<file path="src/rtl/tuner_phy_pkg.sv">
// -----------------------------------------------------------------------------
// tuner_phy_pkg
// Shared types for the tuner PHY control blocks.
//   tuner_sweep_state_e : sweep controller FSM states
//   tuner_sweep_cfg_t   : sweep configuration latched when a sweep is accepted
// The config struct is sized by TUNER_DAC_W / TUNER_SETTLE_W; the sweep
// controller's DAC_WIDTH / SETTLE_W parameters default to these values.
// -----------------------------------------------------------------------------
package tuner_phy_pkg;

   localparam int unsigned TUNER_DAC_W    = 8;
   localparam int unsigned TUNER_ADC_W    = 8;
   localparam int unsigned TUNER_SETTLE_W = 8;

   typedef enum logic [1:0] {
      StIdle   = 2'd0,
      StIssue  = 2'd1,
      StSettle = 2'd2,
      StDone   = 2'd3
   } tuner_sweep_state_e;

   typedef struct packed {
      logic [TUNER_DAC_W-1:0]    code_start;
      logic [TUNER_DAC_W-1:0]    code_end;
      logic [TUNER_DAC_W-1:0]    code_step;
      logic [TUNER_SETTLE_W-1:0] settle;
   } tuner_sweep_cfg_t;

endpackage

</file>
<file path="src/rtl/tuner_sweep_search_ctrl_if.sv">
// -----------------------------------------------------------------------------
// tuner_sweep_search_ctrl_if
// Tune/measure transaction port between the sweep controller (master) and
// the search-channel transaction adapter (slave).
//   txn_val        : master -> slave, transaction request
//   txn_tune_code  : master -> slave, code for the current transaction
//   txn_rdy        : slave -> master, response ready (fire = val & rdy)
//   txn_meas_power : slave -> master, measured power, valid on fire
// -----------------------------------------------------------------------------
interface tuner_sweep_search_ctrl_if #(
   parameter int unsigned DAC_WIDTH = 8,
   parameter int unsigned ADC_WIDTH = 8
);

   logic                 txn_val;
   logic [DAC_WIDTH-1:0] txn_tune_code;
   logic                 txn_rdy;
   logic [ADC_WIDTH-1:0] txn_meas_power;

   modport master (
      output txn_val,
      output txn_tune_code,
      input  txn_rdy,
      input  txn_meas_power
   );

   modport slave (
      input  txn_val,
      input  txn_tune_code,
      output txn_rdy,
      output txn_meas_power
   );

endinterface

</file>
<file path="src/rtl/tuner_settle_timer.sv">
// -----------------------------------------------------------------------------
// tuner_settle_timer
// Load / count-down / expire timer for the post-transaction settle window.
//   i_clk, i_rst_n : clock, async active-low reset
//   i_load         : load i_load_val (takes priority over counting)
//   i_load_val     : settle cycle count
//   i_en           : decrement while enabled (stops at zero)
//   o_expire       : count is 1, i.e. this is the last settle cycle
// -----------------------------------------------------------------------------
module tuner_settle_timer #(
   parameter int unsigned SETTLE_W = 8
) (
   input  logic                i_clk,
   input  logic                i_rst_n,
   input  logic                i_load,
   input  logic [SETTLE_W-1:0] i_load_val,
   input  logic                i_en,
   output logic                o_expire
);

   logic [SETTLE_W-1:0] cnt_q, cnt_d;

   always_comb begin
      cnt_d = cnt_q;
      if (i_load) begin
         cnt_d = i_load_val;
      end else if (i_en && (cnt_q != '0)) begin
         cnt_d = cnt_q - 1'b1;
      end
   end

   always_ff @(posedge i_clk or negedge i_rst_n) begin
      if (!i_rst_n) begin
         cnt_q <= '0;
      end else begin
         cnt_q <= cnt_d;
      end
   end

   assign o_expire = (cnt_q == SETTLE_W'(1));

endmodule

</file>
<file path="src/rtl/tuner_sweep_search_ctrl.sv">
// -----------------------------------------------------------------------------
// tuner_sweep_search_ctrl
// Steps the ring tune code from start to end by step, issuing one
// tune/measure transaction per point, waiting a settle window between
// points, and tracking the code with the highest measured power.
//   i_clk, i_rst_n    : clock, async active-low reset
//   i_start / i_abort : start pulse (ignored while busy) / sticky abort request
//   i_code_*          : start, end, step codes, latched at start
//   i_settle_cycles   : idle cycles after each transaction, latched at start
//   txn               : transaction port (master)
//   o_busy / o_done   : sweep in progress / one-cycle completion pulse
//   o_aborted / o_err : completion qualifiers, held until next start
//   o_peak_code/power : best point of the last sweep
//   o_num_points      : transactions completed in the last sweep
// -----------------------------------------------------------------------------
module tuner_sweep_search_ctrl
   import tuner_phy_pkg::*;
#(
   parameter int unsigned DAC_WIDTH = TUNER_DAC_W,
   parameter int unsigned ADC_WIDTH = TUNER_ADC_W,
   parameter int unsigned SETTLE_W  = TUNER_SETTLE_W
) (
   input  logic                   i_clk,
   input  logic                   i_rst_n,
   input  logic                   i_start,
   input  logic                   i_abort,
   input  logic [DAC_WIDTH-1:0]   i_code_start,
   input  logic [DAC_WIDTH-1:0]   i_code_end,
   input  logic [DAC_WIDTH-1:0]   i_code_step,
   input  logic [SETTLE_W-1:0]    i_settle_cycles,
   tuner_sweep_search_ctrl_if.master txn,
   output logic                   o_busy,
   output logic                   o_done,
   output logic                   o_aborted,
   output logic                   o_err,
   output logic [DAC_WIDTH-1:0]   o_peak_code,
   output logic [ADC_WIDTH-1:0]   o_peak_power,
   output logic [DAC_WIDTH:0]     o_num_points
);

   tuner_sweep_state_e   state_q, state_d;
   tuner_sweep_cfg_t     cfg_q, cfg_d;
   logic [DAC_WIDTH-1:0] cur_code_q, cur_code_d;
   logic [DAC_WIDTH-1:0] peak_code_q, peak_code_d;
   logic [ADC_WIDTH-1:0] peak_power_q, peak_power_d;
   logic [DAC_WIDTH:0]   num_points_q, num_points_d;
   logic                 abort_q, abort_d;
   logic                 err_q, err_d;

   logic                 busy;
   logic                 fire;
   logic                 abort_eff;
   logic [DAC_WIDTH:0]   next_code;
   logic                 timer_load;
   logic                 timer_expire;

   assign busy      = (state_q == StIssue) || (state_q == StSettle);
   assign fire      = txn.txn_val && txn.txn_rdy;
   // Abort raised this cycle counts immediately, so a SETTLE abort ends next cycle.
   assign abort_eff = abort_q || (busy && i_abort);
   // One extra bit so a step past the top of the code range never wraps.
   assign next_code = {1'b0, cur_code_q} + {1'b0, cfg_q.code_step};

   always_comb begin
      state_d      = state_q;
      cfg_d        = cfg_q;
      cur_code_d   = cur_code_q;
      peak_code_d  = peak_code_q;
      peak_power_d = peak_power_q;
      num_points_d = num_points_q;
      abort_d      = abort_q;
      err_d        = err_q;
      timer_load   = 1'b0;

      if (busy && i_abort) begin
         abort_d = 1'b1;
      end

      unique case (state_q)
         StIdle: begin
            if (i_start) begin
               cfg_d.code_start = i_code_start;
               cfg_d.code_end   = i_code_end;
               cfg_d.code_step  = i_code_step;
               cfg_d.settle     = i_settle_cycles;
               peak_power_d     = '0;
               peak_code_d      = i_code_start;
               num_points_d     = '0;
               abort_d          = 1'b0;
               err_d            = 1'b0;
               cur_code_d       = i_code_start;
               if ((i_code_step == '0) || (i_code_start > i_code_end)) begin
                  err_d   = 1'b1;
                  state_d = StDone;
               end else begin
                  state_d = StIssue;
               end
            end
         end
         StIssue: begin
            if (fire) begin
               num_points_d = num_points_q + 1'b1;
               // Strict compare: the lowest code wins ties.
               if (txn.txn_meas_power > peak_power_q) begin
                  peak_power_d = txn.txn_meas_power;
                  peak_code_d  = cur_code_q;
               end
               if ((next_code > {1'b0, cfg_q.code_end}) || abort_eff) begin
                  state_d = StDone;
               end else begin
                  cur_code_d = next_code[DAC_WIDTH-1:0];
                  if (cfg_q.settle != '0) begin
                     timer_load = 1'b1;
                     state_d    = StSettle;
                  end
               end
            end
         end
         StSettle: begin
            if (abort_eff) begin
               state_d = StDone;
            end else if (timer_expire) begin
               state_d = StIssue;
            end
         end
         StDone: begin
            state_d = StIdle;
         end
         default: begin
            state_d = StIdle;
         end
      endcase
   end

   always_ff @(posedge i_clk or negedge i_rst_n) begin
      if (!i_rst_n) begin
         state_q      <= StIdle;
         cfg_q        <= '0;
         cur_code_q   <= '0;
         peak_code_q  <= '0;
         peak_power_q <= '0;
         num_points_q <= '0;
         abort_q      <= 1'b0;
         err_q        <= 1'b0;
      end else begin
         state_q      <= state_d;
         cfg_q        <= cfg_d;
         cur_code_q   <= cur_code_d;
         peak_code_q  <= peak_code_d;
         peak_power_q <= peak_power_d;
         num_points_q <= num_points_d;
         abort_q      <= abort_d;
         err_q        <= err_d;
      end
   end

   tuner_settle_timer #(
      .SETTLE_W (SETTLE_W)
   ) u_settle_timer (
      .i_clk      (i_clk),
      .i_rst_n    (i_rst_n),
      .i_load     (timer_load),
      .i_load_val (cfg_q.settle),
      .i_en       (state_q == StSettle),
      .o_expire   (timer_expire)
   );

   // Decoded straight from state so an async reset drops val immediately.
   assign txn.txn_val       = (state_q == StIssue);
   assign txn.txn_tune_code = cur_code_q;
   assign o_busy            = busy;
   assign o_done            = (state_q == StDone);
   assign o_aborted         = abort_q;
   assign o_err             = err_q;
   assign o_peak_code       = peak_code_q;
   assign o_peak_power      = peak_power_q;
   assign o_num_points      = num_points_q;

endmodule

</file>
<file path="src/flat_wrapper.sv">
// flat-port wrapper written by rule: the top's interface ports become plain ports
module tuner_sweep_search_ctrl_flat import tuner_phy_pkg::*;
#(
   parameter int unsigned DAC_WIDTH = TUNER_DAC_W,
   parameter int unsigned ADC_WIDTH = TUNER_ADC_W,
   parameter int unsigned SETTLE_W  = TUNER_SETTLE_W
)
  (i_clk, i_rst_n, i_start, i_abort, i_code_start, i_code_end, i_code_step, i_settle_cycles, o_busy, o_done, o_aborted, o_err, o_peak_code, o_peak_power, o_num_points, txn_txn_val, txn_txn_tune_code, txn_txn_rdy, txn_txn_meas_power);
  tuner_sweep_search_ctrl_if #(.DAC_WIDTH(DAC_WIDTH), .ADC_WIDTH(ADC_WIDTH)) txn_i ();
  input  logic i_clk;
  input  logic i_rst_n;
  input  logic i_start;
  input  logic i_abort;
  input  logic [DAC_WIDTH-1:0] i_code_start;
  input  logic [DAC_WIDTH-1:0] i_code_end;
  input  logic [DAC_WIDTH-1:0] i_code_step;
  input  logic [SETTLE_W-1:0] i_settle_cycles;
  output logic o_busy;
  output logic o_done;
  output logic o_aborted;
  output logic o_err;
  output logic [DAC_WIDTH-1:0] o_peak_code;
  output logic [ADC_WIDTH-1:0] o_peak_power;
  output logic [DAC_WIDTH:0] o_num_points;
  output wire logic [$bits(txn_i.txn_val)-1:0] txn_txn_val;
  output wire logic [$bits(txn_i.txn_tune_code)-1:0] txn_txn_tune_code;
  input wire logic [$bits(txn_i.txn_rdy)-1:0] txn_txn_rdy;
  input wire logic [$bits(txn_i.txn_meas_power)-1:0] txn_txn_meas_power;
  assign txn_txn_val = txn_i.txn_val;
  assign txn_txn_tune_code = txn_i.txn_tune_code;
  assign txn_i.txn_rdy = txn_txn_rdy;
  assign txn_i.txn_meas_power = txn_txn_meas_power;
  tuner_sweep_search_ctrl #(.DAC_WIDTH(DAC_WIDTH), .ADC_WIDTH(ADC_WIDTH), .SETTLE_W(SETTLE_W)) u_core (.i_clk(i_clk), .i_rst_n(i_rst_n), .i_start(i_start), .i_abort(i_abort), .i_code_start(i_code_start), .i_code_end(i_code_end), .i_code_step(i_code_step), .i_settle_cycles(i_settle_cycles), .txn(txn_i), .o_busy(o_busy), .o_done(o_done), .o_aborted(o_aborted), .o_err(o_err), .o_peak_code(o_peak_code), .o_peak_power(o_peak_power), .o_num_points(o_num_points));
endmodule
</file>
<file path="config.mk">
export PLATFORM = sky130hd
export DESIGN_NAME = tuner_sweep_search_ctrl_flat
export DESIGN_NICKNAME = d
export VERILOG_FILES = /design/src/rtl/tuner_phy_pkg.sv /design/src/rtl/tuner_sweep_search_ctrl_if.sv /design/src/rtl/tuner_settle_timer.sv /design/src/rtl/tuner_sweep_search_ctrl.sv /design/src/flat_wrapper.sv
export SDC_FILE = /design/constraint.sdc
export NUM_CORES = 1
export LEC_CHECK = 0
export ABC_AREA = 1
export BUFFER_PORTS_ARGS = -buffer_cell sky130_fd_sc_hd__buf_4
export CAP_MARGIN = 20
export CORE_MARGIN = 3
export CORE_UTILIZATION = 40
export CTS_CLUSTER_DIAMETER = 60
export DETAILED_ROUTE_END_ITERATION = 16
export GPL_ROUTABILITY_DRIVEN = 0
export SYNTH_ARGS = -nofsm -noshare
export SYNTH_HDL_FRONTEND = slang
export SYNTH_SLANG_ARGS = --single-unit
</file>
<file path="constraint.sdc">
create_clock -name i_clk -period 2.71 [get_ports i_clk]
set_clock_uncertainty 0.05 [all_clocks]
set_input_delay 0.4065 -clock i_clk [delete_from_list [all_inputs] [get_ports i_clk]]
set_output_delay 0.4065 -clock i_clk [all_outputs]
set_load 0.1 [all_outputs]
</file>
==> impl_metrics.env, run 1 <==
export IMPL_path_class="reg2reg"
export IMPL_antenna_found_initial=0
export IMPL_ys_warn_count=0
export IMPL_synth_most_common_cell="nand2_1"
export IMPL_numClockSinks=69
export IMPL_synthMuxAreaShare_pct=2.08
export IMPL_ctsRootBufferMaster="clkbuf_8"
export IMPL_drv_cap=0
export IMPL_yosysTopAreaCell="dfrtp_1"
export IMPL_die_h_um=110
export IMPL_hold_buffers=0
export IMPL_synth_compound_area_share_pct=9.92
export IMPL_grt_pass1_vias=3790
export IMPL_yosysTopAreaCellShare_pct=39.8
export IMPL_setup_viol=18
export IMPL_cts_tree="built"
export IMPL_drt_pass1_iterations=4
export IMPL_ff2ff_setup_slack_ps=-270
export IMPL_synthFlopType="dfrtp_1"
export IMPL_row_count=37
export IMPL_synthesis_area_um2=4340
export IMPL_synthTopCellsByCount="nand2_1 (149), inv_1 (71), dfrtp_1 (69)"
export IMPL_cp_arrival_ps=3220
export IMPL_rsz0062_at_grt="yes"
export IMPL_gr_usage_met1_pct=26.9
export IMPL_first_iter_violations=216
export IMPL_maxSlewHeadroom_pct=17.2
export IMPL_grt_max_degree=70
export IMPL_synthTopCellsByArea="dfrtp_1 (40%), nand2_1 (13%), ha_1 (12%), inv_1 (6.1%), nand3_1 (5.2%)"
export IMPL_routed_wl_mm=11.2
export IMPL_hp_class="in2async"
export IMPL_use_met2_pct=29.5
export IMPL_synth_area_per_cell_um2=7.96
export IMPL_dp_cells=771
export IMPL_setup_ws_ps=-272
export IMPL_syn_inst=545
export IMPL_seq_area_frac_synth_pct=39.8
export IMPL_coreArea_um2=10400
export IMPL_vias=4002
export IMPL_io_buffers=82
export IMPL_io_pin_count=83
export IMPL_cts_clk_slew_worst_paths_ps=80
export IMPL_postRouteAntennaNets=0
export IMPL_grt_pass1_wl_mm=18.1
export IMPL_drc_errors=0
export IMPL_n_fill_cell=973
export IMPL_fin_nets=738
export IMPL_grt_total_usage_pct=19.3
export IMPL_area_growth_synth_to_final_pct=34.1
export IMPL_status="finished with violations"
export IMPL_avgViaCountPerCell=5.05
export IMPL_synth_simple_area_share_pct=25.9
export IMPL_synth_edff_count=0
export IMPL_final_cells=793
export IMPL_grt_use_met3_pct=4.37
export IMPL_start_kind="flop"
export IMPL_start_util_pct=41.7
export IMPL_max_slew_worst_pin_slew_ps=1240
export IMPL_drv_slew=0
export IMPL_period_minus_slack_ps=2980
export IMPL_grt_busiest_layer="met2"
export IMPL_crit_path_end_kind="flop"
export IMPL_synth_fp_nets=631
export IMPL_insertion_delay_ps=360
export IMPL_ys_ff_latch=69
export IMPL_grt_overflow_total=0
export IMPL_htreeDepth=3
export IMPL_synth_adder_area_share_pct=12.0
export IMPL_final_layout_size_suffix_gt1_share_pct=32.0
export IMPL_synthXorXnorAreaFrac_pct=2.22
export IMPL_hpwl_mm=8.23
export IMPL_die_w_um=110
export IMPL_hold_viol=0
export IMPL_fmax_mhz=335
export IMPL_post_drt_wl_per_cell_um=14.1
export IMPL_synth_top_family_by_area="simple AND/OR/NAND/NOR gates"
export IMPL_ys_async_sr_fraction_pct=100
export IMPL_violations="setup timing"
export IMPL_crit_fanout=5
export IMPL_synthDistinctLibCells=40
export IMPL_cts_max_path_buffers=2
export IMPL_final_period_utilization_pct=110
export IMPL_die_area_um2=12100
export IMPL_diodes=0
export IMPL_crit_required_ps=2950
export IMPL_cts_buffers_inserted=9
-- flip-flops by register name, indices dropped and copies added, names as in the netlist --
| register | flops |
|---|---|
| u_core.o_num_points | 9 |
| u_core.o_peak_code | 8 |
| u_core.state_q | 2 |
| u_core.o_peak_power | 8 |
| u_core.u_settle_timer.cnt_q | 8 |
| u_core.o_err | 1 |
| u_core.o_aborted | 1 |
| u_core.cfg_q | 24 |
| u_core.txn.txn_tune_code | 8 |
-- cells by family (layout without fill, tap and decap cells) --
logic type | count (synthesis) | count (layout)
multiplexers | 8 | 8
buffers and inverters | 88 | 196
AND/OR/NAND/NOR | 249 | 253
adder cells (fa/ha/maj) | 41 | 41
AO/OA/AOI/OAI | 79 | 79
flip-flops | 69 | 69
XOR/XNOR | 11 | 11
-- metal layers --
layer | share of wire (%) | up-vias
met5 | 0 | -
met4 | 2.1 | 0
met3 | 5.6 | 18
met2 | 46 | 102
met1 | 47 | 1885
li1 | - | 1997
-- repair_timing --
item | 4_1_cts | 5_1_grt
cloned | 2 | 2
buffers inserted | 1 | 1
endpoints found under the setup margin | 18 | 18
gates resized for setup | 12 | 44
pin swaps | 7 | 9
-- per-stage QoR --
stage               TNS [ps]  instance area [um^2]  hold WS [ps]  setup WS, ps  utilization [%]
finish                 -3990                  5820           109          -272             55.9
global placement       -2600                  5330           420          -182             51.1
floorplan              -1970                  4460          60.9          -142                -
detailed placement     -3370                  5330           422          -244             51.1
CTS                    -2390                  5590           159          -163             53.6
global route           -7020                  5820           182          -422             55.9
-- cell type report --
type	instances	area, um^2	area share [%]
well taps	136	170	2.92
flip-flops and latches	69	1750	30.0
repair buffers	105	796	13.7
clock buffers	12	145	2.49
multi-input cells	392	2630	45.2
inverters	75	289	4.96
clock inverters	4	47.5	0.817
-- placed cells by master (no fill, tap or decap), types with 5 or more instances in the layout --
cell type / instances
inv_1: 69
ha_1: 37
mux2_2: 8
nor3_1: 6
nand2_4: 5
nand3_2: 21
nand4_1: 10
a21oi_1: 22
nand2_1: 132
buf_4: 103
nand2_2: 13
inv_2: 5
dfrtp_1: 62
o21ai_1: 14
nor2_1: 20
nand3_1: 22
o21ai_0: 27
o21ai_2: 5
xor2_1: 9
nand3_4: 5
clkbuf_8: 10
-- final timing paths --
kind,depth (start not counted),end,from
min reg2reg,2,u_core.u_settle_timer.cnt_q[0],u_core.cfg_q[0]
max,19,u_core.u_settle_timer.cnt_q[2],u_core.txn.txn_tune_code[0]
min,1,u_core.o_peak_power[0],i_rst_n
max reg2reg,19,u_core.u_settle_timer.cnt_q[2],u_core.txn.txn_tune_code[0]
max in group asynchronous,1,u_core.txn.txn_tune_code[3],i_rst_n
min in group i_clk,2,u_core.cfg_q[7],i_settle_cycles[7]
-- worst max-delay path: stages, from the launching register on --
cell     delay [ps]
dfrtp_4         490
ha_4            170
fa_2            350
nand3_2         110
nand2_4          70
a21oi_2         150
xor2_1          210
ha_1            290
nand2_1          70
inv_1            40
nand2_1          80
nand2_2          70
nand2_2          80
nand2_4          60
nand2_8         110
nand2_8          80
buf_6           150
inv_8            70
nand3_1          70
nand3_1         110
Power of run 1 is left out: the tool's default activity adds up to more than one toggle a clock period on the data nets, which glitch-free logic cannot reach.
==> run 2: changes to the inputs <==
--- a/config.mk
+++ b/config.mk
@@ -13,6 +13,7 @@
 export CTS_CLUSTER_DIAMETER = 60
 export DETAILED_ROUTE_END_ITERATION = 16
 export GPL_ROUTABILITY_DRIVEN = 0
+export PLACE_DENSITY_LB_ADDON = 0.3
 export SYNTH_ARGS = -nofsm -noshare
 export SYNTH_HDL_FRONTEND = slang
 export SYNTH_SLANG_ARGS = --single-unit
==> impl_metrics.env, run 2 (synthesis results as in run 1) <==
export IMPL_dp_cells=769
export IMPL_violations="setup timing"
export IMPL_cts_max_path_buffers=2
export IMPL_grt_overflow_total=0
export IMPL_final_period_utilization_pct=106
export IMPL_hold_buffers=0
export IMPL_numClockSinks=69
export IMPL_cp_arrival_ps=3070
export IMPL_n_fill_cell=966
export IMPL_vias=4012
export IMPL_start_util_pct=41.7
export IMPL_critPathBufInv=2
export IMPL_status="finished with violations"
export IMPL_crit_path_end_kind="flop"
export IMPL_final_layout_size_suffix_gt1_share_pct=30.2
export IMPL_coreArea_um2=10400
export IMPL_final_cells=796
export IMPL_hold_ws_ps=94.5
export IMPL_io_pin_count=83
export IMPL_insertion_delay_ps=360
export IMPL_drt_pass1_iterations=6
export IMPL_htreeDepth=3
export IMPL_hpwl_mm=8.36
export IMPL_reg2reg_from="u_core.txn.txn_tune_code[0]"
export IMPL_cts_buffers_inserted=9
export IMPL_path_class="reg2reg"
export IMPL_cts_tree="built"
export IMPL_period_minus_slack_ps=2870
export IMPL_drc_errors=0
export IMPL_fin_nets=741
export IMPL_die_area_um2=12100
export IMPL_layout_commonest_cell="nand2_1"
export IMPL_die_w_um=110
export IMPL_hp_class="in2async"
export IMPL_setup_ws_ps=-165
export IMPL_grt_pass1_wl_mm=18.0
export IMPL_place_ws_ps=-177
export IMPL_path_cells="ha_4, fa_2, nand3_2, nand2_4, a21oi_4, xor2_2, ha_1, nand2_1, inv_2, nand2_1, nand2_1, nand2_1, nand2_2, nand2_4, buf_4, nand3_2, nand2_1, nand3_1"
export IMPL_drv_slew=0
export IMPL_crit_family="simple AND/OR/NAND/NOR gates"
export IMPL_ff2ff_path_depth=18
export IMPL_cpMostUsedCell="nand2_1"
export IMPL_die_h_um=110
export IMPL_area_growth_synth_to_final_pct=33.4
export IMPL_ctsRootBufferMaster="clkbuf_8"
export IMPL_final_cell_mix="nand2_1 (138), buf_4 (108), inv_1 (68)"
export IMPL_finalSetupTns_ps=-2170
export IMPL_largest_reg_flops=24
export IMPL_crit_fanout=5
export IMPL_start_kind="flop"
export IMPL_crit_required_ps=2910
export IMPL_top_register="u_core.cfg_q"
export IMPL_ff2ff_setup_slack_ps=-160
export IMPL_grt_pass1_vias=3815
export IMPL_grt_max_degree=70
export IMPL_diodes=0
export IMPL_drv_cap=0
export IMPL_rsz0062_at_grt="yes"
export IMPL_routed_wl_mm=11.4
export IMPL_slowest_stage="dfrtp_4"
export IMPL_cts_clk_slew_worst_paths_ps=90
export IMPL_avgViaCountPerCell=5.04
export IMPL_setup_viol=18
export IMPL_maxSlewHeadroom_pct=41.8
export IMPL_post_drt_wl_per_cell_um=14.3
export IMPL_row_count=37
export IMPL_max_stage_delay_ps=490
export IMPL_max_slew_worst_pin_slew_ps=874
export IMPL_antenna_found_initial=0
export IMPL_crit_reg2reg_capture="u_core.u_settle_timer.cnt_q[1]"
export IMPL_io_buffers=82
export IMPL_grt_total_usage_pct=19.0
export IMPL_first_iter_violations=285
export IMPL_hold_viol=0
export IMPL_fmax_mhz=348
export IMPL_postRouteAntennaNets=0
## run 2: cell types whose count changed in the layout (fill, tap and decap cells not counted), moves of 3 or more
cell and change:
o21ai_2 -3, nand3_1 +12, buf_4 +5, nand3_4 -3, nand2_2 -4, nand2_1 +6
nand3_2 -9
## run 2: final cells by class
cell class,count,area [um^2],share of cell area (%)
tap,136,170,2.94
clock buffer,9,124,2.14
inverter,75,282,4.86
clock inverter,7,106,1.84
multi-input combinational,392,2550,44.1
timing repair buffer,108,811,14.0
sequential,69,1750,30.1
## run 2: routing by layer
metal | track usage, % | vias up | share of wire, %
met5 | 0 | - | 0
met4 | 6.07 | 0 | 1.7
li1 | - | 2003 | -
met3 | 4.02 | 19 | 6.4
met1 | 26.3 | 1870 | 47
met2 | 29.9 | 120 | 44
## run 2: stage by stage
stage          area (um^2)  util (%)
2_1_floorplan         4460         -
3_3_place_gp          5310      51.0
3_5_place_dp          5310      51.0
4_1_cts               5670      54.4
5_1_grt               5790      55.6
6_report              5790      55.6
## run 2: worst register-to-register path, delay by kind of cell, from the launching register on
| kind | cells | cell delay [ps] |
|---|---|---|
| AOI/OAI and AO/OA | 1 | 170 |
| xor gates and xnor gates | 1 | 170 |
| buffers and inverters | 2 | 170 |
| DFF | 1 | 490 |
| and+or+nand+nor | 11 | 920 |
| adders and majority gates | 3 | 790 |
## run 2: worst max-delay path by stage
stage                                 from                              to  slack [ps]  cells past startpoint
2_1_floorplan  u_core.txn.txn_tune_code[0]     u_core.txn.txn_tune_code[1]        -140                     20
3_3_place_gp   u_core.txn.txn_tune_code[0]  u_core.u_settle_timer.cnt_q[5]         -80                     20
3_5_place_dp   u_core.txn.txn_tune_code[0]  u_core.u_settle_timer.cnt_q[5]        -180                     19
4_1_cts        u_core.txn.txn_tune_code[0]     u_core.txn.txn_tune_code[1]        -140                     19
5_1_grt        u_core.txn.txn_tune_code[0]  u_core.u_settle_timer.cnt_q[1]        -320                     18
6_report       u_core.txn.txn_tune_code[0]  u_core.u_settle_timer.cnt_q[1]        -160                     18
## run 2: timing repair
action,CTS,global route
hold endpoints to repair,0,0
gates resized for setup,10,21
buffers inserted,5,2
pin swaps,6,7
gates cloned,3,1
setup endpoints to repair,18,18
Power of run 2 is left out for the same reason.
